## config.mk

```make
export PLATFORM = sky130hd
export DESIGN_NAME = serial_alu_driver
export DESIGN_NICKNAME = d
export VERILOG_FILES = /design/src/rtl/serial_alu_driver.sv
export SDC_FILE = /design/constraint.sdc
export NUM_CORES = 1
export LEC_CHECK = 0
export CORE_UTILIZATION = 43
export CTS_BUF_LIST = sky130_fd_sc_hd__clkbuf_16
export DETAILED_ROUTE_END_ITERATION = 10
export PLACE_DENSITY = 0.67
export RECOVER_POWER = 25
export SLEW_MARGIN = 40
export SYNTH_ARGS = -nofsm -noshare
export SYNTH_HDL_FRONTEND = slang
export SYNTH_SLANG_ARGS = --single-unit
export TNS_END_PERCENT = 10
```

## constraint.sdc

```tcl
create_clock -name clk -period 5 [get_ports clk]
set_input_delay 0.75 -clock clk [delete_from_list [all_inputs] [get_ports clk]]
set_output_delay 0.75 -clock clk [all_outputs]
set_load 0.005 [all_outputs]
```

## src/rtl/serial_alu_driver.sv

```systemverilog
// Bit-serial AND/OR/ADD/SUB(/SLT with SERIAL_ALU_SLT_EN) engine; done 33 edges after accept (34 for SLT, 1 for unsupported codes).
// No backpressure: start is sampled only in IDLE and ignored while busy; results are held until the next accept.
module serial_alu_driver (
   input  logic        clk,
   input  logic        rst,
   input  logic        start,
   input  logic [31:0] dataA,
   input  logic [31:0] dataB,
   input  logic [5:0]  Signal,
   output logic        busy,
   output logic        done,
   output logic [31:0] dataOut,
   output logic        carryOut,
   output logic        illegal
);

   localparam logic [5:0] FN_AND = 6'b100100;
   localparam logic [5:0] FN_OR  = 6'b100101;
   localparam logic [5:0] FN_ADD = 6'b100000;
   localparam logic [5:0] FN_SUB = 6'b100010;
   localparam logic [5:0] FN_SLT = 6'b101010;

`ifdef SERIAL_ALU_SLT_EN
   localparam logic SLT_EN = 1'b1;
   typedef enum logic [1:0] {IDLE, RUN, SETLT, DONE} state_t;
`else
   localparam logic SLT_EN = 1'b0;
   typedef enum logic [1:0] {IDLE, RUN, DONE} state_t;
`endif

   state_t      state;
   logic [31:0] opA;
   logic [31:0] opB;
   logic [31:0] resReg;
   logic [5:0]  op;
   logic [4:0]  idx;
   logic        carry;
`ifdef SERIAL_ALU_SLT_EN
   logic        sltLess;
`endif

   logic aBit;
   logic bBit;
   logic sumBit;
   logic coutBit;
   logic resBit;

   function automatic logic isLegal(input logic [5:0] f);
      return (f == FN_AND) || (f == FN_OR) || (f == FN_ADD) || (f == FN_SUB) ||
             (SLT_EN && (f == FN_SLT));
   endfunction

   function automatic logic needsInvert(input logic [5:0] f);
      return (f == FN_SUB) || (SLT_EN && (f == FN_SLT));
   endfunction

   always_comb begin
      aBit    = opA[idx];
      bBit    = opB[idx] ^ needsInvert(op);
      sumBit  = aBit ^ bBit ^ carry;
      coutBit = (aBit & bBit) | (carry & (aBit ^ bBit));
      case (op)
         FN_AND:  resBit = aBit & opB[idx];
         FN_OR:   resBit = aBit | opB[idx];
         default: resBit = sumBit;
      endcase
   end

   always_ff @(posedge clk) begin
      if (rst) begin
         state    <= IDLE;
         busy     <= 1'b0;
         done     <= 1'b0;
         dataOut  <= 32'd0;
         carryOut <= 1'b0;
         illegal  <= 1'b0;
         carry    <= 1'b0;
         idx      <= 5'd0;
      end else begin
         done <= 1'b0;
         case (state)
            IDLE: begin
               // busy stays high through the done cycle, which is spent in IDLE
               busy <= start;
               if (start) begin
                  opA    <= dataA;
                  opB    <= dataB;
                  op     <= Signal;
                  carry  <= needsInvert(Signal);
                  idx    <= 5'd0;
                  resReg <= 32'd0;
                  state  <= isLegal(Signal) ? RUN : DONE;
               end
            end
            RUN: begin
               resReg[idx] <= resBit;
               carry       <= coutBit;
               idx         <= idx + 5'd1;
               if (idx == 5'd31) begin
`ifdef SERIAL_ALU_SLT_EN
                  // sign of the true difference: sum MSB corrected by overflow
                  sltLess <= sumBit ^ (carry ^ coutBit);
                  state   <= (op == FN_SLT) ? SETLT : DONE;
`else
                  state   <= DONE;
`endif
               end
            end
`ifdef SERIAL_ALU_SLT_EN
            SETLT: begin
               resReg <= {31'd0, sltLess};
               state  <= DONE;
            end
`endif
            DONE: begin
               done     <= 1'b1;
               dataOut  <= isLegal(op) ? resReg : 32'd0;
               carryOut <= ((op == FN_ADD) || (op == FN_SUB)) ? carry : 1'b0;
               illegal  <= !isLegal(op);
               state    <= IDLE;
            end
            default: state <= IDLE;
         endcase
      end
   end

endmodule

```

==> results of run 1 <==
==> cell usage in the layout, fill, tap and decap left out, types with 3 or more instances in the layout <==
cell / synthesis / routed
o21ai_0: 5 / 5
bufinv_16: 0 / 5
or3b_2: 3 / 3
o21ai_2: 28 / 28
inv_1: 7 / 8
dfxtp_1: 44 / 42
nor3_1: 5 / 4
dlygate4sd3_1: 0 / 70
ha_1: 5 / 5
o22ai_1: 4 / 4
edfxtp_1: 102 / 102
nand3_1: 36 / 36
nand2_1: 37 / 37
a22oi_1: 37 / 37
buf_4: 2 / 6
nor2_1: 50 / 50
a21oi_1: 6 / 5
mux2i_1: 16 / 16
o21ai_1: 4 / 4
clkbuf_16: 0 / 17
mux4_2: 8 / 8
clkdlybuf4s50_1: 0 / 38
nor3b_1: 4 / 3
==> power groups by stage <==
stage               clock network [W]  logic (W)  registers, W
floorplan                           0  0.0000554       0.00138
global placement                    0   0.000130       0.00138
detailed placement                  0   0.000134       0.00138
CTS                           0.00135   0.000135       0.00136
global route                  0.00140   0.000134       0.00136
finish                        0.00133   0.000122       0.00136
==> stage by stage <==
step                power [W]  utilization (%)  hold slack [ns]  setup WS (ns)
detailed placement    0.00152             53.7            0.465           1.27
finish                0.00281             58.4            0.469           1.61
floorplan             0.00143                -            0.448           1.19
global placement      0.00151             53.6            0.451           1.16
global route          0.00290             58.4            0.490           1.42
CTS                   0.00285             58.3            0.471           1.23
==> worst max path at each step <==
stage	from	to	slack, ns
2_1_floorplan	rst	state[1]	1.19
3_3_place_gp	idx[1]	resReg[31]	1.16
3_5_place_dp	idx[0]	resReg[15]	1.27
4_1_cts	idx[0]	resReg[15]	1.23
5_1_grt	idx[0]	resReg[15]	1.42
6_report	idx[0]	resReg[15]	1.61
==> Yosys cell counts (7+ instances only) <==
master,instances,area share (%)
nand2_1,37,2.3
buf_2,8,0.66
mux4_2,8,3.0
edfxtp_1,102,51
a22oi_1,37,4.6
dfxtp_1,44,15
nor2_1,50,3.1
o21ai_2,28,4.1
clkbuf_1,16,0.99
nand3_1,36,3.0
inv_1,7,0.43
mux2i_1,16,2.6
==> worst max-delay path, cell delays in order (launching register included) <==
cell	delay, ns
dfxtp_2	0.61
mux4_2	0.57
a222oi_1	0.46
nand2_1	0.16
inv_1	0.11
fa_1	0.43
a221o_4	0.61
o31ai_1	0.26
==> logic make-up after synthesis <==
logic type / share of synthesized area [%]
simple gates: 11.6
xor+xnor: 0.145
fa+ha+maj: 1.37
mux: 5.82
flops: 65.2
buf+inv: 3.75
compound gates: 12.1
==> final cells by class <==
cell class              instances  area share (%)
well taps                     176            2.80
repair buffers                115            14.5
clock buffers                  17            5.42
clock inverters                13            2.49
multi-input cells             279            24.2
inverters                       7           0.335
flip-flops and latches        146            50.3
==> flip-flops by register name, indices dropped and copies added (netlist names) <==
signal / cells
busy: 1
carry: 1
carryOut: 1
dataOut: 32
done: 1
idx: 5
illegal: 1
op: 6
opA: 32
opB: 32
resReg: 32
state: 2
==> layer usage <==
metal  global-route usage [%]  wire length, um  vias to the layer above
met4                     7.41              104                        0
li1                         -                -                     1956
met2                     28.5             5930                      108
met5                        0                0                        -
met1                     22.8             5430                     1872
met3                     4.58              604                       10
==> flow_summary.yaml, run 1 <==
placement:
  port-buffer-count: 108
  routabilityCongestion: 0.746
  dp_cells: 723
  hpwl_um: 8210
  placed_cell_area_sq_um: 7230
pwr:
  power_frac_seq_pct: 48.3
  swShare_pct: 19.2
  p_per_area_nw_per_um2: 358
  p_switching_w: 0.000539
  power_frac_clock_pct: 47.4
  power_frac_comb_pct: 4.3
  peakVddDrop_uv: 222
  power.internal_w: 0.00227
  leakage_nw: 2.61
global_routing:
  grt_pass1_vias: 3872
  grt_usage_pct: 17.7
  grt_max_degree: 71
  overflow: 0
  grt_pass1_wl_um: 19500
  grt_antenna_before_repair: 0
sta:
  fin_crit_ns: 3.39
  fmax_mhz: 295
  grt_setup_unrepaired: "no"
  setup_viol: 0
  period_share_pct: 67.8
  clock_skew_ns: 0.00836
  worst_pin_slew_ns: 0.719
  slew-limit-headroom_pct: 52.0
  hold_violations: 0
  tns_ns: 0
  slew_viol_final: 0
finish:
  multiInputGateArea_sq_um: 1900
  filler_cell_count: 1126
  seqCellArea_sq_um: 3950
  design_area_sq_um: 7850
  syn2layout_area_growth_pct: 29.9
  final_layout_size_suffix_gt1_share_pct: 14.7
  finalNonFillerCells: 753
  final_nets: 645
  diodes: 0
critical_path:
  reg2regPathDepth: 7
  rrSetupSlack_ns: 1.61
  r2r_start: "idx[0]"
  path_max_fanout: 32
  endpoint_kind: "flop"
  required_ns: 5.25
  worstSetupPathType: "reg -> reg"
  cp_data_arrival_time_ns: 3.64
  worst_r2r_endpoint: "resReg[15]"
  start_kind: "flop"
min_path:
  worstHoldStart: "carryOut"
  hold_end: "carryOut"
  hold_depth: 2
  min_path_type: "reg -> reg"
yosys:
  synth-main-ff-cell: "edfxtp_1"
  yosysUniqueCellTypes: 47
  yosysWarnings: 0
  synth_area_sq_um: 6040
  synth_fp_nets: 549
  async_flop_share_pct: 0
  seq_area_frac_synth_pct: 65.2
  synth_edf_count: 102
  syn_inst: 470
  ys_seq_elements: 146
  syn_area_per_cell_sq_um: 12.9
clock_tree:
  cts-resized-gates: 0
  cts_setup_buffers: 0
  cts_tree: "done"
  ctsHoldBuffers: 0
  htree_levels: 4
  insertion_delay_ns: 0.42
  cts_buffers: 17
  cts_buffer_depth: 2
  cts_root_buf: "clkbuf_16"
  path_clk_slew_ns: 0.06
  cts.sinks: 146
drt:
  post_drt_wl_per_cell_um: 16.0
  drtIter0Drc: 260
  wl_um: 12100
  dr.pass1.iters: 5
  vias: 3946
  postRouteAntennaNets: 0
  drc: 0
  avgViaCountPerCell: 5.24
job:
  cap_violations: 0
floorplan:
  fp.dieH_um: 121
  initial_core_util_pct: 44.9
  die-area_sq_um: 14500
  io_pins: 109
  core_area_sq_um: 13500
  rows: 42
  die_x_um: 121
run_status:
  status: "completed"
(Power assumes the default switching activity.)
==> run 2: changes to the inputs <==
--- a/config.mk
+++ b/config.mk
@@ -8,7 +8,7 @@
 export CORE_UTILIZATION = 43
 export CTS_BUF_LIST = sky130_fd_sc_hd__clkbuf_16
 export DETAILED_ROUTE_END_ITERATION = 10
-export PLACE_DENSITY = 0.67
+export PLACE_DENSITY = 0.7
 export RECOVER_POWER = 25
 export SLEW_MARGIN = 40
 export SYNTH_ARGS = -nofsm -noshare
==> constraint.sdc (replaced) <==
create_clock -name clk -period 3.1 [get_ports clk]
set_input_delay 0.465 -clock clk [delete_from_list [all_inputs] [get_ports clk]]
set_output_delay 0.465 -clock clk [all_outputs]
set_load 0.005 [all_outputs]
==> flow_summary.yaml, run 2 (synthesis results as in run 1) <==
clock_tree:
  cts_tree: "done"
  cts-resized-gates: 0
  ctsHoldBuffers: 0
  cts.sinks: 146
  path_clk_slew_ns: 0.06
  cts_setup_buffers: 0
  cts_root_buf: "clkbuf_16"
  htree_levels: 4
  cts_buffers: 17
  insertion_delay_ns: 0.41
  cts_buffer_depth: 2
floorplan:
  io_pins: 109
  rows: 42
  die_x_um: 121
  fp.dieH_um: 121
  core_area_sq_um: 13500
  initial_core_util_pct: 44.9
  die-area_sq_um: 14500
sta:
  slew-limit-headroom_pct: 54.5
  setup_viol: 0
  tns_ns: 0
  fin_crit_ns: 2.96
  hold_violations: 0
  clock_skew_ns: 0.00506
  slew_viol_final: 0
  worst_pin_slew_ns: 0.679
  period_share_pct: 95.3
  timing.final.ws_setup_ns: 0.145
  holdWs_ns: 0.463
  fmax_mhz: 338
min_path:
  worstHoldStart: "carryOut"
  min_path_type: "reg -> reg"
  hold_end: "carryOut"
  hold_depth: 2
global_routing:
  grt_pass1_vias: 3948
  grt_max_degree: 71
  grt_usage_pct: 18.4
  grt_antenna_before_repair: 0
  grt_pass1_wl_um: 20100
  overflow: 0
critical_path:
  startpoint: "idx[3]"
  crit_slowest_cell: "or3b_2"
  reg2regPathDepth: 9
  r2r_start: "idx[3]"
  path_cells: "or3b_2 -> o22ai_1 -> nor4_2 -> o21ai_2 -> xor2_1 -> fa_1 -> a221o_2 -> buf_12 -> o21ai_2"
  slowest_delay_ns: 0.50
  cp_data_arrival_time_ns: 3.22
  endpoint_kind: "flop"
  cpMostUsedCell: "o21ai_2"
  rrSetupSlack_ns: 0.14
  path_buf_inv: 1
  start_kind: "flop"
  path_delay_family: "compound AO/OA/AOI/OAI gates"
  required_ns: 3.37
  path_max_fanout: 22
  worst_r2r_endpoint: "resReg[20]"
  worstSetupPathType: "reg -> reg"
  cp.depth: 9
finish:
  final_layout_size_suffix_gt1_share_pct: 15.7
  final_nets: 657
  final_cell_mix: "edfxtp_1, dlygate4sd3_1, nor2_1"
  finalNonFillerCells: 767
  syn2layout_area_growth_pct: 30.7
  final_common_cell: "edfxtp_1"
  diodes: 0
drt:
  wl_met2_um: 6250
  wl_um: 12500
  dr_wl_met3_um: 669
  wl_met1_um: 5360
  avgViaCountPerCell: 5.25
  vias: 4028
  dr.pass1.iters: 4
  drc: 0
  postRouteAntennaNets: 0
  drtIter0Drc: 291
  post_drt_wl_per_cell_um: 16.2
  highest_layer: "met4"
placement:
  port-buffer-count: 108
  dp_cells: 735
  place_ws_ns: 0.0598
  routabilityCongestion: 0.850
  hpwl_um: 8850
job:
  cap_violations: 0
pwr:
  peakVddDrop_uv: 409
  p_per_area_nw_per_um2: 536
  leakage_nw: 2.67
  p_total_w: 0.00423
run_status:
  status: "completed"
## run 2: cell types whose count changed in the layout (fill, tap and decap cells not counted), moves of 2 or more
cell / change
buf_4: +10
bufinv_16: -4
inv_1: +4
buf_12: +3
clkinv_1: +3
clkinvlp_4: -2
dfxtp_1: +2
dfxtp_2: -2
nor4_1: -2
nor4_2: +2
## run 2: where the power goes
| group | total (W) | switching [W] | internal [W] | leakage (nW) |
|---|---|---|---|---|
| sequential | 0.00219 | 0.0000287 | 0.00216 | 1.31 |
| combinational | 0.000204 | 0.0000993 | 0.000105 | 1.07 |
| clock | 0.00184 | 0.000720 | 0.00112 | 0.286 |
## run 2: area by class of cell
type | count | area [sq um]
Timing Repair Buffer | 127 | 1260
Sequential cell | 146 | 3940
Clock inverter | 14 | 83.8
Clock buffer | 18 | 450
Multi-Input combinational cell | 279 | 1910
Tap cell | 176 | 220
Fill cell | 1097 | 5560
Inverter | 7 | 26.3
## run 2: worst register-to-register path, stage by stage, from the launching register on
cell	delay [ns]
dfxtp_1	0.42
or3b_2	0.50
o22ai_1	0.20
nor4_2	0.09
o21ai_2	0.19
xor2_1	0.20
fa_1	0.43
a221o_2	0.43
buf_12	0.19
o21ai_2	0.15
## run 2: worst max path at each step
stage / endpoint / slack (ns)
floorplan: opA[0] / 0.03
global placement: resReg[23] / 0.09
detailed placement: resReg[11] / 0.06
CTS: resReg[20] / 0.06
global route: resReg[20] / -0.01
finish: resReg[20] / 0.14
## run 2: stage by stage
stage / area, sq um / utilization, %
2_1_floorplan: 6050 / -
3_3_place_gp: 7340 / 54.6
3_5_place_dp: 7340 / 54.6
4_1_cts: 7880 / 58.6
5_1_grt: 7900 / 58.7
6_report: 7900 / 58.7
## run 2: per-layer routing
layer | up-vias | track usage [%]
met4 | 0 | 7.48
li1 | 1970 | -
met3 | 14 | 5.85
met1 | 1914 | 22.8
met2 | 130 | 29.9
met5 | - | 0
